<file path="config.mk">
export PLATFORM = sky130hd
export DESIGN_NAME = refclk_timebase_ctrl
export DESIGN_NICKNAME = d
export VERILOG_FILES = /design/src/rtl/refclk_timebase_ctrl.sv
export SDC_FILE = /design/constraint.sdc
export NUM_CORES = 1
export LEC_CHECK = 0
export CORE_ASPECT_RATIO = 0.7
export CORE_UTILIZATION = 67
export CTS_CLUSTER_DIAMETER = 30
export DETAILED_ROUTE_END_ITERATION = 8
export PLACE_DENSITY = 0.94
export REMOVE_ABC_BUFFERS = 1
export SLEW_MARGIN = 20
export SYNTH_ARGS = -nofsm -noshare
export SYNTH_HDL_FRONTEND = slang
export SYNTH_SLANG_ARGS = --single-unit
</file>
<file path="constraint.sdc">
create_clock -name i_clk -period 8.1 [get_ports i_clk]
set_clock_uncertainty 0.15 [all_clocks]
set_input_delay 0.81 -clock i_clk [delete_from_list [all_inputs] [get_ports i_clk]]
set_output_delay 0.81 -clock i_clk [all_outputs]
set_load 0.02 [all_outputs]
</file>
<file path="src/rtl/refclk_timebase_ctrl.sv">
// refclk_timebase_ctrl: supervises the reference-clock strobe, selects the
// 1 Hz timebase source (reference divider vs. sysclk fallback divider) and
// produces the fast-set tick while a set button is held.
module refclk_timebase_ctrl #(
   parameter int SYS_CLK_HZ  = 5_000_000,
   parameter int REF_CLK_HZ  = 32_768,
   parameter int REF_TIMEOUT = 1024,
   parameter int LOCK_EDGES  = 16,
   parameter int FAST_HZ     = 8
) (
   input  logic       i_clk,
   input  logic       i_reset,
   input  logic       i_en,
   input  logic       i_refclk_stb,
   input  logic       i_refclk_1hz_stb,
   input  logic       i_fast_set,
   output logic       o_refclk_en,
   output logic       o_1hz_stb,
   output logic       o_fast_stb,
   output logic       o_locked,
   output logic       o_ref_lost,
   output logic [1:0] o_state
);
   localparam logic [1:0] ST_IDLE     = 2'd0;
   localparam logic [1:0] ST_ACQUIRE  = 2'd1;
   localparam logic [1:0] ST_LOCKED   = 2'd2;
   localparam logic [1:0] ST_HOLDOVER = 2'd3;

   localparam int HALF_SEC = SYS_CLK_HZ / 2;
   localparam int FAST_REF = REF_CLK_HZ / FAST_HZ;
   localparam int FAST_SYS = SYS_CLK_HZ / FAST_HZ;
   localparam int FAST_MAX = (FAST_REF > FAST_SYS) ? FAST_REF : FAST_SYS;

   localparam int GW = $clog2(REF_TIMEOUT + 1);
   localparam int EW = $clog2(LOCK_EDGES + 1);
   localparam int DW = $clog2(SYS_CLK_HZ);
   localparam int SW = $clog2(HALF_SEC + 1);
   localparam int FW = $clog2(FAST_MAX);

   localparam logic [GW-1:0] GAP_SAT   = GW'(REF_TIMEOUT);
   localparam logic [GW-1:0] GAP_LAST  = GW'(REF_TIMEOUT - 1);
   localparam logic [EW-1:0] EDGE_LAST = EW'(LOCK_EDGES - 1);
   localparam logic [EW-1:0] EDGE_SAT  = EW'(LOCK_EDGES);
   localparam logic [DW-1:0] DIV_LAST  = DW'(SYS_CLK_HZ - 1);
   localparam logic [SW-1:0] SPC_SAT   = SW'(HALF_SEC);
   localparam logic [FW-1:0] FREF_LAST = FW'(FAST_REF - 1);
   localparam logic [FW-1:0] FSYS_LAST = FW'(FAST_SYS - 1);

   logic [1:0]    state, state_nxt;
   logic [GW-1:0] gap_cnt;
   logic [EW-1:0] edge_cnt, edge_nxt;
   logic [DW-1:0] div_cnt;
   logic [SW-1:0] spc_cnt;
   logic [FW-1:0] fast_cnt;
   logic          fset_q;
   logic          clr, timeout, fb_tick, cand, emit;

   // Everything restarts while disabled or sitting in IDLE.
   assign clr     = !i_en || (state == ST_IDLE);
   // One-shot: fires on the cycle the gap count would reach the limit; a strobe wins.
   assign timeout = !clr && !i_refclk_stb && (gap_cnt == GAP_LAST);
   assign fb_tick = (div_cnt == DIV_LAST);
   assign cand    = (state == ST_LOCKED) ? i_refclk_1hz_stb :
                    ((state == ST_ACQUIRE || state == ST_HOLDOVER) && fb_tick);
   assign emit    = i_en && cand && (spc_cnt >= SPC_SAT);

   assign o_state     = state;
   assign o_refclk_en = (state != ST_IDLE);
   assign o_locked    = (state == ST_LOCKED);
   assign o_ref_lost  = (state == ST_HOLDOVER);

   // Next-state and lock-edge bookkeeping.
   always_comb begin
      state_nxt = state;
      edge_nxt  = edge_cnt;
      if (!i_en) begin
         state_nxt = ST_IDLE;
         edge_nxt  = '0;
      end else begin
         case (state)
            ST_IDLE: begin
               state_nxt = ST_ACQUIRE;
               edge_nxt  = '0;
            end
            ST_ACQUIRE: begin
               if (i_refclk_stb) begin
                  if (edge_cnt == EDGE_LAST) begin
                     state_nxt = ST_LOCKED;
                     edge_nxt  = EDGE_SAT;
                  end else begin
                     edge_nxt = edge_cnt + EW'(1);
                  end
               end else if (timeout) begin
                  edge_nxt = '0;
               end
            end
            ST_LOCKED: begin
               if (timeout) state_nxt = ST_HOLDOVER;
            end
            default: begin
               if (i_refclk_stb) begin
                  state_nxt = ST_ACQUIRE;
                  edge_nxt  = EW'(1);
               end
            end
         endcase
      end
   end

   // State register and saturating strobe-gap counter.
   always_ff @(posedge i_clk or posedge i_reset) begin
      if (i_reset) begin
         state    <= ST_IDLE;
         edge_cnt <= '0;
         gap_cnt  <= '0;
      end else begin
         state    <= state_nxt;
         edge_cnt <= edge_nxt;
         if (clr || i_refclk_stb)   gap_cnt <= '0;
         else if (gap_cnt != GAP_SAT) gap_cnt <= gap_cnt + GW'(1);
      end
   end

   // Fallback divider, tick spacing guard and the selected 1 Hz output.
   always_ff @(posedge i_clk or posedge i_reset) begin
      if (i_reset) begin
         div_cnt   <= '0;
         spc_cnt   <= SPC_SAT;
         o_1hz_stb <= 1'b0;
      end else if (clr) begin
         div_cnt   <= '0;
         spc_cnt   <= SPC_SAT;
         o_1hz_stb <= 1'b0;
      end else begin
         // Re-phasing on each reference tick makes holdover continue seamlessly.
         if (state == ST_LOCKED && i_refclk_1hz_stb) div_cnt <= '0;
         else if (fb_tick)                           div_cnt <= '0;
         else                                        div_cnt <= div_cnt + DW'(1);
         // Counts cycles elapsed including the current one.
         if (emit)                    spc_cnt <= SW'(1);
         else if (spc_cnt != SPC_SAT) spc_cnt <= spc_cnt + SW'(1);
         o_1hz_stb <= emit;
      end
   end

   // Fast-set tick: immediate pulse on press, then periodic while held.
   always_ff @(posedge i_clk or posedge i_reset) begin
      if (i_reset) begin
         fset_q     <= 1'b0;
         fast_cnt   <= '0;
         o_fast_stb <= 1'b0;
      end else if (!i_en) begin
         fset_q     <= 1'b0;
         fast_cnt   <= '0;
         o_fast_stb <= 1'b0;
      end else begin
         fset_q     <= i_fast_set;
         o_fast_stb <= 1'b0;
         if (!i_fast_set) begin
            fast_cnt <= '0;
         end else if (!fset_q) begin
            o_fast_stb <= 1'b1;
            fast_cnt   <= '0;
         end else if (state_nxt != state) begin
            fast_cnt <= '0;
         end else if (state == ST_LOCKED) begin
            if (i_refclk_stb) begin
               if (fast_cnt == FREF_LAST) begin
                  o_fast_stb <= 1'b1;
                  fast_cnt   <= '0;
               end else begin
                  fast_cnt <= fast_cnt + FW'(1);
               end
            end
         end else if (fast_cnt == FSYS_LAST) begin
            o_fast_stb <= 1'b1;
            fast_cnt   <= '0;
         end else begin
            fast_cnt <= fast_cnt + FW'(1);
         end
      end
   end
endmodule

</file>
==> results of run 1 <==
synthesized netlist by cell type, types with 3 or more instances:
master     instances
o21ai_1            7
and4_1             8
and2_1             8
nand3_1           29
a21oi_1           19
dfrtp_1           78
clkbuf_1           5
buf_6              6
nand2_1           55
nand4b_1           6
or3_1              3
nor4_1            13
o21ai_0            8
dfstp_2            8
buf_2              8
xnor2_1           31
o2111ai_1          3
nor2b_1            5
xor2_1            20
nor4b_1            3
nor2_1            61
o211ai_1           6
nand4_1           31
and3_1             8
o21a_1             4
ha_1               8
inv_1             20
a31oi_1           12
nor3_1            26
layout by cell type (no fill, tap or decap), types with 8 or more instances in the layout:
cell type,n
and4_1,8
nand3_1,29
clkdlybuf4s50_1,12
nor4_1,13
dfstp_2,8
nor3_1,26
xor2_1,20
nand4_1,31
o21ai_0,8
inv_1,19
xnor2_1,31
nand2_1,55
and3_1,8
nor2_1,61
clkbuf_8,11
ha_1,8
and2_1,8
a31oi_1,12
a21oi_1,18
dfrtp_1,78
metal layers:
layer  up-vias  track usage  part of all wire
met5         -            0                 0
met4         0       0.0923             0.015
met3        28       0.0719             0.077
met2       220        0.491              0.48
met1      2051        0.417              0.43
li1       1961            -                 -
kinds of logic after synthesis:
kind of cell / after synthesis / synth area share
and+or+nand+nor: 283 / 0.310
DFF: 86 / 0.434
AOI/OAI and AO/OA: 73 / 0.0951
xor gates and xnor gates: 51 / 0.0896
buffers and inverters: 43 / 0.0472
adders and majority gates: 8 / 0.0201
muxes: 2 / 0.00427
worst max-delay path: cells and delay by family:
| family | cells | cell delay [ns] |
|---|---|---|
| and+or+nand+nor | 2 | 0.86 |
| AOI/OAI and AO/OA | 3 | 0.80 |
| buffers and inverters | 1 | 0.75 |
power by group:
group / internal [mW] / switching (mW)
Clock: 0.163 / 0.166
Sequential: 0.431 / 0.00224
Combinational: 0.00847 / 0.0245
flip-flops by register name (all words and copies together), names as in the netlist:
name        count
o_state         2
spc_cnt        22
div_cnt        23
fast_cnt       20
o_1hz_stb       1
gap_cnt        11
o_fast_stb      1
edge_cnt        5
fset_q          1
layout make-up:
class / count / area, um2 / share of cell area
multi-input cells: 417 / 2610 / 0.491
flip-flops and latches: 86 / 2160 / 0.407
clock buffers: 11 / 151 / 0.0285
clock inverters: 5 / 66.3 / 0.0125
repair buffers: 13 / 131 / 0.0247
inverters: 20 / 76.3 / 0.0144
well taps: 94 / 118 / 0.0221
worst paths after layout:
check | from | endpoint | slack (ns) | depth (start not counted)
max | i_en | fast_cnt[5]$_DFFE_PP0P_ | 4.98 | 6
min | div_cnt[0]$_DFF_PP0_ | div_cnt[0]$_DFF_PP0_ | 0.32 | 1
max reg2reg | edge_cnt[0]$_DFFE_PP0P_ | fast_cnt[5]$_DFFE_PP0P_ | 5.14 | 8
min reg2reg | div_cnt[0]$_DFF_PP0_ | div_cnt[0]$_DFF_PP0_ | 0.32 | 1
max in group asynchronous | i_reset | fast_cnt[1]$_DFFE_PP0P_ | 6.47 | 3
min in group asynchronous | i_reset | spc_cnt[4]$_DFFE_PP0P_ | 0.83 | 3
==> impl_metrics.csv, run 1 <==
group,metric,value,unit
placement,gp_congestion,0.887,
floorplanning,io_pins,13,
worst_setup_path,timing.critical_path.cells,"clkdlybuf4s50_1, nor2b_1, a21oi_1, o21ai_0, nand3_1, a31oi_1",
synthesis,synth_ff_type,"dfrtp_1",
floorplanning,die_w,105,um
power_and_ir_drop,power_density,150,mW/mm2
floorplanning,die_area,0.00779,mm2
route,firstDrtPassIters,7,
global_routing,grt_pass1_vias,3886,
cells_and_area,insertedDiodeCount,0,
sta,drv_slew,0,
sta,tightest_slew,0.878,ns
route,via_per_inst,6.59,
worst_setup_path,path_class,"input port to register",
placement,pre_cts_slack,4.49,ns
clock_tree,htreeDepth,3,
min_path,hold_class,"register to register",
clock_tree,cts.sink_count,86,
synthesis,ys_types,68,
clock_tree,clkSlewWorstSetupHoldPaths,0.08,ns
synthesis,yosysTopAreaCell,"dfrtp_1",
clock_tree,cts.repair.resized,0,
synthesis,synthTopCellsByArea,"dfrtp_1, xnor2_1, nor2_1",
sta,hold_violations,0,
worst_setup_path,worstPathArrival,3.24,ns
sta,fin_hold_ws,0.324,ns
floorplanning,rows,25,
sta,grt_setup_unrepaired,"no",
clock_tree,postCtsSetupBuffers,0,
clock_tree,cts_hold_buf,0,
power_and_ir_drop,p_leak,2.02,nW
synthesis,yosysWarningCount,0,
synthesis,synth_area_per_cell,9.13,um2
cells_and_area,syn2layout_area_growth,6.53,%
floorplanning,core_region_area,0.00698,mm2
floorplanning,die_y,74.2,um
worst_setup_path,critPathSlowestCell,"clkdlybuf4s50_1",
sta,finalCritPeriodShare,0.386,
synthesis,yosys.area.top_type_share,0.392,
clock_tree,numCtsBuffers,9,
clock_tree,cts_buffer_depth,2,
worst_setup_path,startpoint_type,"input port",
cells_and_area,fillCellCount,443,
cells_and_area,nNetsFinal,561,
synthesis,synth_seq_area_share,0.434,
run,maxCapViolations,0,
synthesis,ys_seq_elements,86,
clock_tree,cts_tree,"done",
synthesis,synth-edff-count,0,
sta,fin_setup_tns,0,ns
route,vias,4260,
floorplanning,start_util,0.715,
cells_and_area,fin_cells,646,
cells_and_area,fin_util,0.761,
power_and_ir_drop,peakVddDrop,0.0847,mV
global_routing,grt_first_pass_wirelength,18.6,mm
route,drc,0,
sta,setup_violations,0,
global_routing,grtUsageTotal,0.304,
global_routing,antenna_found_initial,0,
route,wire_per_inst,17.3,um
worst_setup_path,critPathMaxStageDelay,0.75,ns
placement,placed_cells,630,
cells_and_area,finish.instance_area,0.00531,mm2
synthesis,synth_area,0.00498,mm2
worst_setup_path,critPathCaptureType,"register",
sta,finalWorstSetupSlack,4.98,ns
route,drtIter0Drc,498,
global_routing,grt-ovfl-total,0,
global_routing,grt_max_degree,87,
synthesis,syn_inst,546,
route,ant_nets,0,
worst_setup_path,path_max_fanout,20,
synthesis,ys_async_sr_fraction,1.00,
placement,postPlaceCellArea,0.00507,mm2
power_and_ir_drop,power,0.794,mW
clock_tree,clockRootBuffer,"clkbuf_8",
clock_tree,clock_latency,0.37,ns
cells_and_area,drive_gt1_frac,0.0815,
placement,io_buffer_count,12,
route,drt_wl_total,11.1,mm
sta,max_slew_margin,0.413,
placement,dpl.hpwl,7.26,mm
sta,fmax,320,MHz
worst_setup_path,cp.required,8.22,ns
sta,fin_crit,3.12,ns
outcome,status,"complete, no violations",
No activity file was read; power rests on OpenSTA's default activity.
==> run 2, diff against run 1 <==
--- a/config.mk
+++ b/config.mk
@@ -6,10 +6,10 @@
 export NUM_CORES = 1
 export LEC_CHECK = 0
 export CORE_ASPECT_RATIO = 0.7
-export CORE_UTILIZATION = 67
+export CORE_UTILIZATION = 62
 export CTS_CLUSTER_DIAMETER = 30
 export DETAILED_ROUTE_END_ITERATION = 8
-export PLACE_DENSITY = 0.94
+export PLACE_DENSITY = 0.89
 export REMOVE_ABC_BUFFERS = 1
 export SLEW_MARGIN = 20
 export SYNTH_ARGS = -nofsm -noshare
==> constraint.sdc (replaced) <==
create_clock -name i_clk -period 3.1 [get_ports i_clk]
set_clock_uncertainty 0.15 [all_clocks]
set_input_delay 0.31 -clock i_clk [delete_from_list [all_inputs] [get_ports i_clk]]
set_output_delay 0.31 -clock i_clk [all_outputs]
set_load 0.02 [all_outputs]
==> run 2 against run 1 <==
Via count is 1.2% lower. Critical path depth stayed put. Clock-buffer cell count is 1 lower. Final area is 2.6% higher. Sequential power grew to 2.6 times the previous value. Clock power grew to 3.4 times the previous value. Worst hold slack worse by 0.10 ns. Die area is 7.9% higher. Sequential share of layout area is 1.0 points lower. Non-clock buffer count is 7 higher. Routed wire length is 0.78% lower. Global-route usage is 2.1 points lower.
==> impl_metrics.csv, run 2 (same netlist as run 1, synthesis figures left out) <==
group,metric,value,unit
route,drtIter0Drc,472,
route,drt_wl_total,11.1,mm
floorplanning,die_w,109,um
sta,hold_violations,0,
sta,finalCritPeriodShare,0.811,
power_and_ir_drop,power,2.34,mW
sta,setup_violations,0,
outcome,status,"complete, no violations",
route,via_per_inst,6.40,
sta,drv_slew,0,
sta,grt_setup_unrepaired,"no",
floorplanning,core_region_area,0.00755,mm2
power_and_ir_drop,p_int,1.79,mW
cells_and_area,fillCellCount,561,
cells_and_area,multi_input_area,0.00259,mm2
floorplanning,start_util,0.660,
route,wire_per_inst,16.8,um
power_and_ir_drop,p_leak,2.09,nW
clock_tree,clock_latency,0.35,ns
cells_and_area,layout_commonest_cell,"dfrtp_1",
worst_setup_path,path_class,"register to register",
cells_and_area,mostFrequentLayoutCells,"dfrtp_1, nor2_1, nand2_1",
global_routing,grt_max_degree,47,
placement,io_buffer_count,12,
sta,fin_hold_ws,0.222,ns
worst_setup_path,timing.critical_path.cells,"nand2b_4, inv_1, nor4b_1, nand3_2, nand4b_1, a31oi_1",
power_and_ir_drop,pwr-share-seq,0.484,
cells_and_area,regArea,0.00216,mm2
clock_tree,cts.repair.resized,0,
sta,fmax,398,MHz
cells_and_area,nNetsFinal,568,
power_and_ir_drop,clock_power_share,0.476,
worst_setup_path,critPathCaptureType,"register",
worst_setup_path,critPathBufInv,1,
global_routing,grt_first_pass_wirelength,18.5,mm
worst_setup_path,path_max_fanout,25,
floorplanning,io_pins,13,
placement,gp_congestion,0.852,
worst_setup_path,cp.required,3.18,ns
route,firstDrtPassIters,5,
sta,fin_setup_tns,0,ns
min_path,hold_class,"input port to async pin",
clock_tree,numCtsBuffers,9,
route,ant_nets,0,
power_and_ir_drop,power_switching_share,0.233,
cells_and_area,syn2layout_area_growth,9.34,%
cells_and_area,largest_registers,"div_cnt (23), spc_cnt (22), fast_cnt (20)",
worst_setup_path,worstPathArrival,2.59,ns
clock_tree,cts_tree,"done",
floorplanning,die_area,0.00841,mm2
route,vias,4207,
floorplanning,die_y,77.0,um
clock_tree,cts.sink_count,86,
cells_and_area,insertedDiodeCount,0,
power_and_ir_drop,combPwrFrac,0.039,
clock_tree,cts_hold_buf,0,
clock_tree,clkSlewWorstSetupHoldPaths,0.07,ns
sta,fin_crit,2.51,ns
clock_tree,htreeDepth,3,
sta,max_slew_margin,0.527,
route,drc,0,
power_and_ir_drop,power_density,429,mW/mm2
clock_tree,cts_buffer_depth,2,
worst_setup_path,startpoint_type,"register",
global_routing,grt-ovfl-total,0,
sta,tightest_slew,0.703,ns
global_routing,grtUsageTotal,0.283,
global_routing,antenna_found_initial,0,
cells_and_area,largest_register_ffs,23,
worst_setup_path,critPathSlowestCell,"dfrtp_1",
placement,dpl.hpwl,7.29,mm
cells_and_area,drive_gt1_frac,0.0912,
clock_tree,clockRootBuffer,"clkbuf_16",
worst_setup_path,cpLargestDelayFamily,"simple AND/OR/NAND/NOR gates",
power_and_ir_drop,switchingPower,0.544,mW
worst_setup_path,critPathMaxStageDelay,0.51,ns
floorplanning,rows,26,
clock_tree,postCtsSetupBuffers,0,
global_routing,grt_pass1_vias,3979,
cells_and_area,regMostFlops,"div_cnt",
power_and_ir_drop,peakVddDrop,0.597,mV
run,maxCapViolations,0,
==> run 2: cell types whose count changed in the layout (fill, tap and decap cells not counted), moves of 3 or more <==
| cell | delta |
|---|---|
| clkbuf_8 | -11 |
| clkbuf_16 | +9 |
| buf_4 | +7 |
| inv_6 | +3 |
==> run 2: power groups by stage <==
stage	registers [mW]	logic [mW]	clock network [mW]
after floorplan	1.15	0.0495	0
after global placement	1.15	0.0894	0
after detailed placement	1.15	0.0924	0
after CTS	1.13	0.0930	1.14
after global routing	1.13	0.102	1.18
final	1.13	0.0922	1.11
==> run 2: area by class of cell <==
class | instances | share of cell area
clock inverters | 6 | 0.0140
well taps | 98 | 0.0225
inverters | 20 | 0.0140
flip-flops and latches | 86 | 0.397
multi-input cells | 417 | 0.475
clock buffers | 10 | 0.0420
repair buffers | 20 | 0.0354
==> run 2: per-layer routing <==
metal  GRT usage  wire length, um  up-vias
met1       0.382             4910     2061
li1            -                -     1974
met4      0.0720              119        0
met2       0.445             5250      161
met5           0                0        -
met3      0.0808              784       11
==> run 2: stage by stage <==
step	std cells	setup slack (ns)	util	cell area, um2
after floorplan	523	0.242	-	4820
after global placement	641	0.778	0.682	5140
after detailed placement	641	0.662	0.682	5140
after CTS	657	0.631	0.722	5450
after global routing	657	0.501	0.722	5450
final	657	0.586	0.722	5450
==> run 2: worst register-to-register path, stage by stage (launching register included) <==
cell and delay (ns):
dfrtp_1 0.51, nand2b_4 0.22, inv_1 0.11, nor4b_1 0.47, nand3_2 0.51, nand4b_1 0.32
a31oi_1 0.11
==> run 2: final timing paths <==
check	from	to	slack [ns]	cells after the start
worst min register to register	div_cnt[0]$_DFF_PP0_	div_cnt[0]$_DFF_PP0_	0.31	1
max in group asynchronous	i_reset	gap_cnt[3]$_DFFE_PP0P_	1.89	3
min in group i_clk	div_cnt[0]$_DFF_PP0_	div_cnt[0]$_DFF_PP0_	0.31	1
worst max-delay path	o_state[0]$_DFF_PP0_	fast_cnt[16]$_DFFE_PP0P_	0.59	6
worst max register to register	o_state[0]$_DFF_PP0_	fast_cnt[16]$_DFFE_PP0P_	0.59	6
worst min-delay path	i_reset	spc_cnt[6]$_DFFE_PP0P_	0.22	2
